--- config.mk ---
export PLATFORM = sky130hd
export DESIGN_NAME = layer_scheduler_flat
export DESIGN_NICKNAME = d
export VERILOG_FILES = /design/src/rtl/layer_scheduler_if.sv /design/src/rtl/layer_scheduler.sv /design/src/flat_wrapper.sv
export SDC_FILE = /design/constraint.sdc
export NUM_CORES = 1
export LEC_CHECK = 0
export ABC_AREA = 1
export CORE_UTILIZATION = 42
export DETAILED_ROUTE_END_ITERATION = 8
export DONT_BUFFER_PORTS = 1
export GPL_TIMING_DRIVEN = 0
export HOLD_SLACK_MARGIN = 0.03
export PLACE_DENSITY = 0.63
export REMOVE_ABC_BUFFERS = 1
export SLEW_MARGIN = 20
export SYNTH_ARGS = -nofsm -noshare
export SYNTH_HDL_FRONTEND = slang
export SYNTH_SLANG_ARGS = --single-unit
--- constraint.sdc ---
create_clock -name clk -period 2.9 [get_ports clk]
set_clock_uncertainty 0.05 [all_clocks]
set_input_delay 0.435 -clock clk [delete_from_list [all_inputs] [get_ports clk]]
set_output_delay 0.435 -clock clk [all_outputs]
set_load 0.1 [all_outputs]
--- src/rtl/layer_scheduler_if.sv ---
// layer_scheduler_if: request, layer-fetch and result signals of the layer compositor
interface layer_scheduler_if #(
  parameter int DEPTH = 4,
  parameter int NUM_LAYERS = 4
);
  localparam int SW = $clog2(NUM_LAYERS);
  logic req_valid;
  logic req_ready;
  logic [DEPTH-1:0] bg_r, bg_g, bg_b;
  logic layer_req;
  logic [SW-1:0] layer_sel;
  logic [DEPTH-1:0] layer_r, layer_g, layer_b;
  logic layer_a;
  logic out_valid;
  logic out_ready;
  logic [DEPTH-1:0] out_r, out_g, out_b;
  logic out_a;
  modport slave (
    input req_valid, bg_r, bg_g, bg_b, layer_r, layer_g, layer_b, layer_a, out_ready,
    output req_ready, layer_req, layer_sel, out_valid, out_r, out_g, out_b, out_a
  );
  modport master (
    output req_valid, bg_r, bg_g, bg_b, layer_r, layer_g, layer_b, layer_a, out_ready,
    input req_ready, layer_req, layer_sel, out_valid, out_r, out_g, out_b, out_a
  );
endinterface

--- src/rtl/layer_scheduler.sv ---
// layer_scheduler: fetches layers top-down and keeps the highest opaque one over the background.
// Define LAYER_SCHED_EARLY_EXIT_EN to stop fetching at the first opaque layer.
module layer_scheduler #(
  parameter int DEPTH = 4,
  parameter int NUM_LAYERS = 4
) (
  input logic clk,
  input logic rst,
  layer_scheduler_if.slave bus
);
  localparam int SW = $clog2(NUM_LAYERS);
  localparam logic [SW-1:0] K_TOP = SW'(NUM_LAYERS - 1);
  typedef enum logic [1:0] {IDLE, ISSUE, CAPTURE, DONE} state_t;
  state_t state;
  logic [SW-1:0] k, sel;
  logic [DEPTH-1:0] acc_r, acc_g, acc_b;
  logic acc_a, rdy, lreq, ovld, last;
`ifdef LAYER_SCHED_EARLY_EXIT_EN
  assign last = bus.layer_a || k == '0;
`else
  assign last = k == '0;
`endif
  assign bus.req_ready = rdy;
  assign bus.layer_req = lreq;
  assign bus.layer_sel = sel;
  assign bus.out_valid = ovld;
  assign bus.out_r = acc_r;
  assign bus.out_g = acc_g;
  assign bus.out_b = acc_b;
  assign bus.out_a = acc_a;
  always_ff @(posedge clk) begin
    if (rst) begin
      state <= IDLE;
      k <= K_TOP;
      {acc_r, acc_g, acc_b, acc_a} <= '0;
      rdy <= 1'b1;
      lreq <= 1'b0;
      sel <= '0;
      ovld <= 1'b0;
    end else begin
      case (state)
        IDLE: if (bus.req_valid) begin
          {acc_r, acc_g, acc_b, acc_a} <= {bus.bg_r, bus.bg_g, bus.bg_b, 1'b0};
          k <= K_TOP;
          sel <= K_TOP;
          lreq <= 1'b1;
          rdy <= 1'b0;
          state <= ISSUE;
        end
        ISSUE: begin
          lreq <= 1'b0;
          state <= CAPTURE;
        end
        CAPTURE: begin
          // first opaque layer seen from the top owns the pixel
          if (!acc_a && bus.layer_a)
            {acc_r, acc_g, acc_b, acc_a} <= {bus.layer_r, bus.layer_g, bus.layer_b, 1'b1};
          if (last) begin
            ovld <= 1'b1;
            state <= DONE;
          end else begin
            k <= k - SW'(1);
            sel <= k - SW'(1);
            lreq <= 1'b1;
            state <= ISSUE;
          end
        end
        DONE: if (bus.out_ready) begin
          ovld <= 1'b0;
          rdy <= 1'b1;
          state <= IDLE;
        end
        default: state <= IDLE;
      endcase
    end
  end
endmodule

--- src/flat_wrapper.sv ---
// flat-port wrapper written by rule: the top's interface ports become plain ports
module layer_scheduler_flat 
#(
  parameter int DEPTH = 4,
  parameter int NUM_LAYERS = 4
)
  (clk, rst, bus_req_valid, bus_bg_r, bus_bg_g, bus_bg_b, bus_layer_r, bus_layer_g, bus_layer_b, bus_layer_a, bus_out_ready, bus_req_ready, bus_layer_req, bus_layer_sel, bus_out_valid, bus_out_r, bus_out_g, bus_out_b, bus_out_a);
  layer_scheduler_if #(.DEPTH(DEPTH), .NUM_LAYERS(NUM_LAYERS)) bus_i ();
  input logic clk;
  input logic rst;
  input wire logic [$bits(bus_i.req_valid)-1:0] bus_req_valid;
  input wire logic [$bits(bus_i.bg_r)-1:0] bus_bg_r;
  input wire logic [$bits(bus_i.bg_g)-1:0] bus_bg_g;
  input wire logic [$bits(bus_i.bg_b)-1:0] bus_bg_b;
  input wire logic [$bits(bus_i.layer_r)-1:0] bus_layer_r;
  input wire logic [$bits(bus_i.layer_g)-1:0] bus_layer_g;
  input wire logic [$bits(bus_i.layer_b)-1:0] bus_layer_b;
  input wire logic [$bits(bus_i.layer_a)-1:0] bus_layer_a;
  input wire logic [$bits(bus_i.out_ready)-1:0] bus_out_ready;
  output wire logic [$bits(bus_i.req_ready)-1:0] bus_req_ready;
  output wire logic [$bits(bus_i.layer_req)-1:0] bus_layer_req;
  output wire logic [$bits(bus_i.layer_sel)-1:0] bus_layer_sel;
  output wire logic [$bits(bus_i.out_valid)-1:0] bus_out_valid;
  output wire logic [$bits(bus_i.out_r)-1:0] bus_out_r;
  output wire logic [$bits(bus_i.out_g)-1:0] bus_out_g;
  output wire logic [$bits(bus_i.out_b)-1:0] bus_out_b;
  output wire logic [$bits(bus_i.out_a)-1:0] bus_out_a;
  assign bus_i.req_valid = bus_req_valid;
  assign bus_i.bg_r = bus_bg_r;
  assign bus_i.bg_g = bus_bg_g;
  assign bus_i.bg_b = bus_bg_b;
  assign bus_i.layer_r = bus_layer_r;
  assign bus_i.layer_g = bus_layer_g;
  assign bus_i.layer_b = bus_layer_b;
  assign bus_i.layer_a = bus_layer_a;
  assign bus_i.out_ready = bus_out_ready;
  assign bus_req_ready = bus_i.req_ready;
  assign bus_layer_req = bus_i.layer_req;
  assign bus_layer_sel = bus_i.layer_sel;
  assign bus_out_valid = bus_i.out_valid;
  assign bus_out_r = bus_i.out_r;
  assign bus_out_g = bus_i.out_g;
  assign bus_out_b = bus_i.out_b;
  assign bus_out_a = bus_i.out_a;
  layer_scheduler #(.DEPTH(DEPTH), .NUM_LAYERS(NUM_LAYERS)) u_core (.clk(clk), .rst(rst), .bus(bus_i));
endmodule
Yosys cells after proc, flatten, opt, wreduce, memory -nomap -nowiden
Cells that the tools add are included.
Storage, ports and cells
  register bits after elaboration: 22
  bits of input ports: 29
  logic and storage cells: 60
Operators by class
  add/subtract/negate cells: 1
  eq/ne operators: 8
  multiplexer cells: 27
  reductions and logical operators: 14
Operators with widths (count)
  4-bit two-way mux: 6
  4-bit case mux with 2 select lines: 3
  3-bit AND reduction: 5
  2-bit two-way mux: 5
  2-bit case mux with 4 select lines: 1
  1-bit two-way mux: 7
  2-bit != test, second input constant: 3
  1-bit case mux with 2 select lines: 3
  2-bit nonzero test: 3
  2-bit == test, second input constant: 2
  2-bit zero test: 2
  2-bit by 1-bit != test with 1-bit output, second input constant: 2
  2-bit case mux with 2 select lines: 1
  1-bit case mux with 3 select lines: 1
  3-bit nonzero test: 1
  2-bit by 1-bit == test with 1-bit output, second input constant: 1
  2-bit AND reduction: 1
  2-bit by 1-bit subtractor with 2-bit output, second input constant: 1
  1-bit logical AND: 1
  1-bit zero test: 1

Logic depth before layout (Yosys ltp)
  depth after elaboration: 4
  depth in mapped cells: 7
  mapped depth without buffers: 6

Least setup slack after synthesis
No wires, ideal clock.
  path type: register to register
  start: reg u_core.acc_a, in the netlist u_core.bus.out_a
  end: reg u_core.acc_r[3], in the netlist u_core.bus.out_r[3]
  library setup time: 0.114 ns
  arrival: 1.543 ns
  required time: 2.736 ns
  setup slack: 1.193 ns
  stages on the path, launching flop included: 7
  cells stage by stage: dfxtp_1 > nor2_1 > nand2_2 > buf_4 > nand3_1 > nand2_1 > nor2_1
On the way
  longest elaborated chain between the ends: 4
Ends and longest elaborated chain
  start: declaration: RTL line layer_scheduler.sv:17  | logic acc_a, rdy, lreq, ovld, last;
  start signal: assignment: RTL line layer_scheduler.sv:43  | {acc_r, acc_g, acc_b, acc_a} <= {bus.bg_r, bus.bg_g, bus.bg_b, 1'b0};
  start signal: assignment: RTL line layer_scheduler.sv:57  | {acc_r, acc_g, acc_b, acc_a} <= {bus.layer_r, bus.layer_g, bus.layer_b, 1'b1};
  1-bit zero test: RTL line layer_scheduler.sv:56  | if (!acc_a && bus.layer_a)
  1-bit logical AND: RTL line layer_scheduler.sv:56
  2-bit by 1-bit != test with 1-bit output (no line)
  3-bit AND reduction (no line)
  end signal: assignment: RTL line layer_scheduler.sv:43
  end signal: assignment: RTL line layer_scheduler.sv:57
  end: declaration: RTL line layer_scheduler.sv:16  | logic [DEPTH-1:0] acc_r, acc_g, acc_b;
Every way passes these cells.
A chain may end at the register's enable or synchronous reset.

Worst setup path in the final report
  start: reg u_core.acc_a, in the netlist u_core.bus.out_a
  end: reg u_core.acc_b[2], in the netlist u_core.bus.out_b[2]
On the way
  longest elaborated chain between the ends: 4
Ends and longest elaborated chain (RTL line)
  1-bit zero test: layer_scheduler.sv:56
  1-bit logical AND: layer_scheduler.sv:56
  2-bit by 1-bit != test with 1-bit output (no line)
  3-bit AND reduction (no line)
  end signal: assignment: layer_scheduler.sv:43
  end signal: assignment: layer_scheduler.sv:57
  end: declaration: layer_scheduler.sv:16
Every way passes these cells.

==> results.yml <==
outcome:
  status: "finished, final reports clean"
sta:
  maxSlewHeadroom_pct: 34.04
  worst_pin_slew_ns: 0.9881
  finalCriticalPeriod_ns: 1.955
  setup_slack_ns: 0.9449
  fmax_mhz: 511.5
  finalHoldViolations: 0
  final_max_slew_viol_count: 0
  finalCritPeriodShare_pct: 67.42
  setup-tns-final_ns: 0
  rsz0062_at_grt: "no"
  setup_viol: 0
synthesis:
  yosys_warnings: 0
  syn_area_per_cell_um2: 6.586
  synth_seq_area_share_pct: 37.57
  synth_top_cell_by_area: "dfxtp_1"
  synth_area_leaders: "dfxtp_1, nand3_1, nand2_1, a21oi_1, inv_1"
  synth_area_mm2: 0.001172
  synth-seq-cells: 22
  syn_inst: 178
  yosysUniqueCellTypes: 18
  synth_top_area_share_pct: 37.57
global_route:
  use_met3_pct: 4.167
  grtUsageTotal_pct: 17.73
  grtUsageMet2_pct: 31.73
  antenna_found_initial: 0
  grt_max_degree: 31
  grt_pass1_vias: 941
  grt_overflow_total: 0
  top_usage_layer: "met2"
  grt_pass1_wl_um: 3822
  met1_usage_pct: 19.57
critical_path:
  endpoint_kind: "flip-flop"
  critPathArrivalTime_ns: 2.14
  slowest_stage: "dfxtp_1"
  cpMostUsedCell: "nor2_1"
  worstPathRequired_ns: 3.08
  cp-start-kind: "flip-flop"
  cp_max_fo: 25
  path_class: "reg2reg"
  max_stage_delay_ns: 1.00
  cp_cell_sequence: "nor2_1 -> nand2_2 -> nand3_1 -> nand2_1 -> nor2_1"
  r2r_cells: 5
cells_and_area:
  nNetsFinal: 204
  antenna_cells: 0
  syn2layout_area_growth_pct: 1.387
  final_cell_mix: "nand2_1, nand3_1, dfxtp_1, inv_1, a21oi_1"
  layout_commonest_cell: "nand2_1"
  drive_gt1_share_pct: 5.814
clocking:
  clock-sinks: 22
  post_cts_buffers: 0
  cts_buffers: 3
  root_buffer: "clkbuf_4"
  clk_pin_slew_ns: 0.13
  insertion_delay_ns: 0.32
  cts-hold-fix-buffers: 0
  cts_tree: "done"
  clock_path_buffers: 2
  h-tree-depth: 1
  cts_resized: 0
power_and_ir_drop:
  p_sw_uw: 407.6
  p_leak_uw: 0.0005972
  power_frac_clock_pct: 25.6
  p_seq_share_pct: 60.2
  swShare_pct: 43.75
  intPower_uw: 524.2
  irDropWorstVdd_mv: 0.3653
  power_per_cell_area_mw_per_mm2: 783.9
  comb_power_share_pct: 14.2
place:
  port_buffers: 0
  gp_routability_congestion: 0.7413
  post-place-ws_ns: 0.9406
  post-dp-hpwl_um: 1686
drt:
  viasPerCell: 5.218
  first_pass_iters: 4
  drc: 0
  routed-via-count: 1054
  routedWlPerCell_um: 12.39
  drtAntennaViolNets: 0
  wirelength_um: 2502
  drt-initial-drc-count: 17
floorplan:
  core_area_mm2: 0.002567
  chipHeight_um: 54.84
  dieArea_mm2: 0.003007
  io_pins: 47
  num_rows: 18
  die_w_um: 54.84
  start_util_pct: 45.66
hold_path:
  min_path_cells: 1
  hold_path.class: "in2reg"
flow_run:
  cap_violations: 0
-- critical path: cells and delay by family, from the launching register on --
| family | cells | cell delay, ns |
|---|---|---|
| flops | 1 | 1.00 |
| simple gates | 5 | 0.81 |
-- stage by stage --
step | power, µW | util, % | instance area (µm²) | hold slack [ns] | std cells
finish | 931.8 | 46.30 | 1189 | 0.1108 | 202
global route | 972.5 | 46.30 | 1189 | 0.09854 | 202
CTS | 938.9 | 46.30 | 1189 | 0.1035 | 202
detailed placement | 701.0 | 44.25 | 1136 | 0.4438 | 198
global placement | 694.5 | 44.25 | 1136 | 0.4370 | 198
floorplan | 670.8 | - | 1099 | 0.4219 | 168
-- power by group through the flow --
| stage | Combinational, µW | Sequential (µW) | Clock (µW) |
|---|---|---|---|
| global placement | 128 | 566 | 0 |
| finish | 132 | 561 | 239 |
| floorplan | 110 | 560 | 0 |
| global route | 154 | 567 | 251 |
| detailed placement | 133 | 568 | 0 |
| CTS | 134 | 561 | 244 |
-- path summary, 6_finish.rpt --
check,end,slack [ns],from
max reg2reg,u_core.bus.out_b[2]$_SDFFE_PP0P_,0.94,u_core.bus.out_a$_SDFFE_PP0P_
min reg2reg,u_core.k[1]$_SDFFE_PP1P_,0.46,u_core.k[1]$_SDFFE_PP1P_
max,u_core.bus.out_b[2]$_SDFFE_PP0P_,0.94,u_core.bus.out_a$_SDFFE_PP0P_
min,u_core.bus.out_valid$_SDFFE_PP0P_,0.11,rst
-- cells in the mapped netlist --
cell and number:
a21oi_1 19, buf_2 2, buf_4 5, buf_6 2
clkbuf_1 1, clkinv_1 1, dfxtp_1 22, ha_1 2
inv_1 19, inv_2 1, nand2_1 46, nand2_2 3
nand3_1 37, nand3_2 1, nand3b_1 1, nor2_1 14
nor2_2 1, or2_1 1
-- flip-flops by register name, summed over array words and instances, names as in the netlist, 2 cells and up --
register              count
u_core.bus.layer_sel      2
u_core.bus.out_b          4
u_core.bus.out_g          4
u_core.bus.out_r          4
u_core.k                  2
u_core.state              2
-- area by class of cell --
type	count	area (µm²)
Clock buffer	3	22.52
Clock inverter	1	30.03
Fill cell	282	1379
Inverter	21	78.83
Multi-Input combinational cell	125	579.3
Sequential cell	22	440.4
Tap cell	30	37.54
-- routing by layer --
layer | vias to the layer above | share of wire, %
met1 | 467 | 44
met4 | 0 | 1.4
met2 | 31 | 47
met3 | 4 | 7.8
met5 | - | 0
li1 | 552 | -
-- cells by family (layout without fill, tap and decap cells) --
kind of cell               count (synthesis)  count (layout)  share of synthesized area [%]
and+or+nand+nor                          104             104                          39.17
AOI/OAI and AO/OA                         19              19                          8.111
DFF                                       22              22                          37.57
adders and majority gates                  2               2                          2.134
buffers and inverters                     31              25                          13.02
Note: power is estimated with default switching activity, not from simulation.
==> edit 1, RTL diff (same settings) <==
`DEPTH` is set to 4 in 3 places; all go to 2.
--- a/src/rtl/layer_scheduler_if.sv
+++ b/src/rtl/layer_scheduler_if.sv
@@ -2,3 +2,3 @@
 interface layer_scheduler_if #(
-  parameter int DEPTH = 4,
+  parameter int DEPTH = 2,
   parameter int NUM_LAYERS = 4
--- a/src/rtl/layer_scheduler.sv
+++ b/src/rtl/layer_scheduler.sv
@@ -3,3 +3,3 @@
 module layer_scheduler #(
-  parameter int DEPTH = 4,
+  parameter int DEPTH = 2,
   parameter int NUM_LAYERS = 4
--- a/src/flat_wrapper.sv
+++ b/src/flat_wrapper.sv
@@ -3,3 +3,3 @@
 #(
-  parameter int DEPTH = 4,
+  parameter int DEPTH = 2,
   parameter int NUM_LAYERS = 4
Interface: changed (9 resized); port bits go from 47 to 29. The function was not compared with the original's and may differ.
==> edit 1 against the original RTL <==
Power down 34%; synthesized area down 34%; global-route usage down 1.6 points; cell area down 31%; clock power down 38%; setup slack better by 0.18 ns; sequential share of layout area up 2.1 points; die area down 33%; core utilization up 1.1 points; wire length down 37%; sequential cell count down 6; critical path type unchanged; largest cell class unchanged.
==> edit 1: results (changes against the original RTL) <==
- Gr usage total: 16.17% (-1.6 points)
- Worst EP arrival: 1.91 ns (-0.23 ns)
- Final #Nets: 133 (-35%)
- Clk Latency, worst-skew pair: 0.29 ns (-0.03 ns)
- DP HPWL: 1140 um (-32%)
- Post CTS Setup Buffer Count: 0 (unchanged)
- First-pass GRT wire length: 2346 um (-39%)
- Place WS: 1.132 ns (+0.1913 ns)
- Wirelength per Cell: 11.33 um (-8.5%)
- Crit path max fanout: 13 (-48%)
- FFs w/ async S/R, synth: 0% (unchanged)
- LEAKAGE: 0.4031 nW (-33%)
- Post-synthesis cell type count: 16 (-2)
- Layout cell share with drive strength beyond 1: 10.53% (+4.7 points)
- Post-synthesis sequential area ratio: 41.16% (+3.6 points)
- Number of gates resized after CTS: 0 (unchanged)
- Vias in the first global route: 537 (-43%)
- Worst Max-Slew Pin Slew: 0.9837 ns (-0.004426 ns)
- DR vias: 696 (-34%)
- Total CTS buffers: 3 (unchanged)
- Root buffer cell: clkbuf_4
- Commonest cells in the synthesized netlist: 33 x nand2_1, 17 x nand3_1, 16 x dfxtp_1, 13 x a21oi_1, 10 x inv_1
- Avg Cell Area, Syn: 6.887 um2 (+4.6%)
- First DRT Iteration DRCs: 18 (+1)
- Placed Area: 782.0 um2 (-31%)
- Filler Cells Inserted: 189 (-33%)
- Ant diodes: 0 (unchanged)
- Sequential share of power: 62.3% (+2.1 points)
- Post-Place Cells: 135 (-32%)
- Antenna violations before repair: 0 (unchanged)
- Post-CTS Hold Buffers: 0 (unchanged)
- Clk buf depth: 2 (unchanged)
- Largest net degree at the start of global routing: 16 (-48%)
- DR vias/cell: 5.007 (-4.0%)
- Hold Path Class: input pin to flip-flop
- Crit-path slowest cell: dfxtp_1
- Top cells by area, synth: dfxtp_1 41%, nand2_1 16%, nand3_1 11%, a21oi_1 8.4%, inv_1 4.8%
- Max VDD drop: 388.6 uV (+6.4%)
- Internal power: 0.0003500 W (-33%)
- 1st-pass router iterations: 4 (unchanged)
- P_seq: 0.000382 W (-32%)
- Largest stage delay on the critical path: 0.98 ns (-0.02 ns)
- Endpoints failing hold: 0 (unchanged)
- Final Wtd Congestion: 0.7867 (+6.1%)
- Comb pwr: 0.0000827 W (-37%)
- Status: finished clean
- Register clock-pin slew on the reported worst setup and hold paths: 0.09 ns (-0.04 ns)
-- edit 1: cell types whose count changed in the layout (fill, tap and decap cells not counted), moves of 2 or more --
cell,change
a21oi_1,-6
dfxtp_1,-6
inv_1,-9
nand2_1,-13
nand3_1,-20
nand3_2,+2
nor2_1,-5
-- edit 1: cell type report --
class | count | area, um2 | share of cell area [%]
inverter | 13 | 48.80 | 5.963
sequential | 16 | 320.3 | 39.14
clock buffer | 4 | 36.28 | 4.434
tap | 25 | 31.28 | 3.823
multi-input combinational | 81 | 381.6 | 46.64
-- edit 1: cell families after synthesis --
| group | after synthesis | share of synthesized area [%] |
|---|---|---|
| compound gates | 14 | 9.002 |
| buf+inv | 16 | 9.807 |
| simple gates | 66 | 38.42 |
| flops | 16 | 41.16 |
| fa+ha+maj | 1 | 1.607 |
-- edit 1: final timing paths --
check / from / endpoint / slack [ns] / cells past startpoint
worst max register to register: u_core.bus.out_a$_SDFFE_PP0P_ / u_core.bus.out_g[1]$_SDFFE_PP0P_ / 1.13 / 5
worst min-delay path: rst / u_core.bus.out_a$_SDFFE_PP0P_ / 0.15 / 1
worst min register to register: u_core.k[1]$_SDFFE_PP1P_ / u_core.k[1]$_SDFFE_PP1P_ / 0.42 / 2
worst max-delay path: u_core.bus.out_a$_SDFFE_PP0P_ / u_core.bus.out_g[1]$_SDFFE_PP0P_ / 1.13 / 5
-- edit 1: worst max-delay path, delay by kind of cell (launching register included) --
family | cells | cell delay, ns
flip-flops | 1 | 0.98
AND/OR/NAND/NOR | 5 | 0.63
-- edit 1: per-layer routing --
layer	global-route usage, %	routed length, um	vias to the layer above
met2	27.25	786	21
met5	0	0	-
met4	5.455	12	0
met3	6.800	129	2
li1	-	-	362
met1	18.27	646	311
==> edit 2, RTL diff (same settings) <==
Made on the original files. Re-encode `state_t` (4 states) as Gray code, 2 bits wide.
--- a/src/rtl/layer_scheduler.sv
+++ b/src/rtl/layer_scheduler.sv
@@ -12,3 +12,3 @@
   localparam logic [SW-1:0] K_TOP = SW'(NUM_LAYERS - 1);
-  typedef enum logic [1:0] {IDLE, ISSUE, CAPTURE, DONE} state_t;
+  typedef enum logic [1:0] {IDLE = 2'b00, ISSUE = 2'b01, CAPTURE = 2'b11, DONE = 2'b10} state_t;
   state_t state;
Behaviour: same outputs for any inputs over 10 cycles, from zero or initial values and one cycle with rst high; not proved beyond that.
==> edit 2 against the original RTL <==
Core utilization is 2.2 points lower; first-iteration DRC count grew to 2.6 times the old value; sequential share of layout area is 1.5 points lower; critical path depth is 5 lower; power is 4.7% lower; wire length is 1.4% higher; largest cell class unchanged; synthesized cell count is 1.1% higher; the flow now finishes with violations (design-rule violations); critical path type is now flip-flop to primary output; setup slack better by 0.072 ns; synthesized area is 7.4% higher; cell area is 4.1% higher; sequential cell count stayed put; sequential power is 3% higher; global-route usage is 1.3 points lower; count of clock-buffer cells in the layout is 1 higher.
==> edit 2: results (changes against the original RTL) <==
- 1st-pass router iterations: 6 (+2)
- Crit path max fanout: 3 (-88%)
- LEAKAGE: 0.6552 nW (+9.7%)
- Comb power frac: 15.6% (+1.4 points)
- Global-route track usage on met3: 3.687% (-0.48 points)
- Final Wtd Congestion: 0.7633 (+3.0%)
- Met2 Use GR: 29.76% (-2.0 points)
- Status: complete, but fails checks
- Met1 wire length: 1065 um (-3.6%)
- Nonclk inv count: 22 (+4.8%)
- Commonest cells in the synthesized netlist: 51 x nand2_1, 26 x nand3_1, 22 x dfxtp_1, 21 x inv_1, 17 x a21oi_1
- CLK BUF: 4 (+1)
- Worst Max-Slew Pin Slew: 1.129 ns (+0.1404 ns)
- Failing checks: design-rule violations
- Final #Nets: 205 (+0.49%)
- Area of the multi-input gates: 634.4 um2 (+9.5%)
- Met3 WL: 200 um (+3.1%)
- DR WL met2: 1251 um (+7.1%)
- FF-to-FF Start: u_core.state[0]$_SDFFE_PP0P_
- Largest net degree at the start of global routing: 32 (+3.2%)
- Layout cell share with drive strength beyond 1: 9.827% (+4.0 points)
- DRC viols: 7 (+7)
- Top cells by area, synth: dfxtp_1 35%, nand2_1 15%, nand3_1 10%, a21oi_1 6.8%, inv_1 6.3%
- Max VDD drop: 335.4 uV (-8.2%)
- Post-synthesis cell type count: 17 (-1)
- R2R Setup Slk: 1.08 ns (+0.14 ns)
- Clk pwr share: 19.2% (-6.4 points)
- Critical path endpoint: bus_out_a
- Clk Latency, worst-skew pair: 0.30 ns (-0.02 ns)
- Worst R2R End: u_core.bus.out_r[1]$_SDFFE_PP0P_
edit 2: cell count changes after synthesis, moves of 2 or more:
cell and delta:
buf_6 +3, nand3_1 -11, nand3_2 +6, nand2_1 +5, nand2_2 -3, nand2_4 +3, a21oi_1 -2, inv_1 +2
edit 2: logic make-up (layout without fill, tap and decap cells):
group,count (synthesis),count (layout)
DFF,22,22
and+or+nand+nor,104,104
adders and majority gates,2,2
buffers and inverters,33,26
AOI/OAI and AO/OA,19,19
edit 2: metrics by stage:
step / cells / hold slack, ns / area [um2] / utilization (%) / setup slack (ns)
6_report: 204 / 0.1260 / 1237 / 44.11 / 1.017
3_3_place_gp: 200 / 0.4384 / 1201 / 42.82 / 1.117
3_5_place_dp: 200 / 0.4408 / 1201 / 42.82 / 1.070
5_1_grt: 204 / 0.1078 / 1237 / 44.11 / 0.9039
2_1_floorplan: 169 / 0.4213 / 1162 / - / 1.226
4_1_cts: 204 / 0.1118 / 1237 / 44.11 / 0.9930
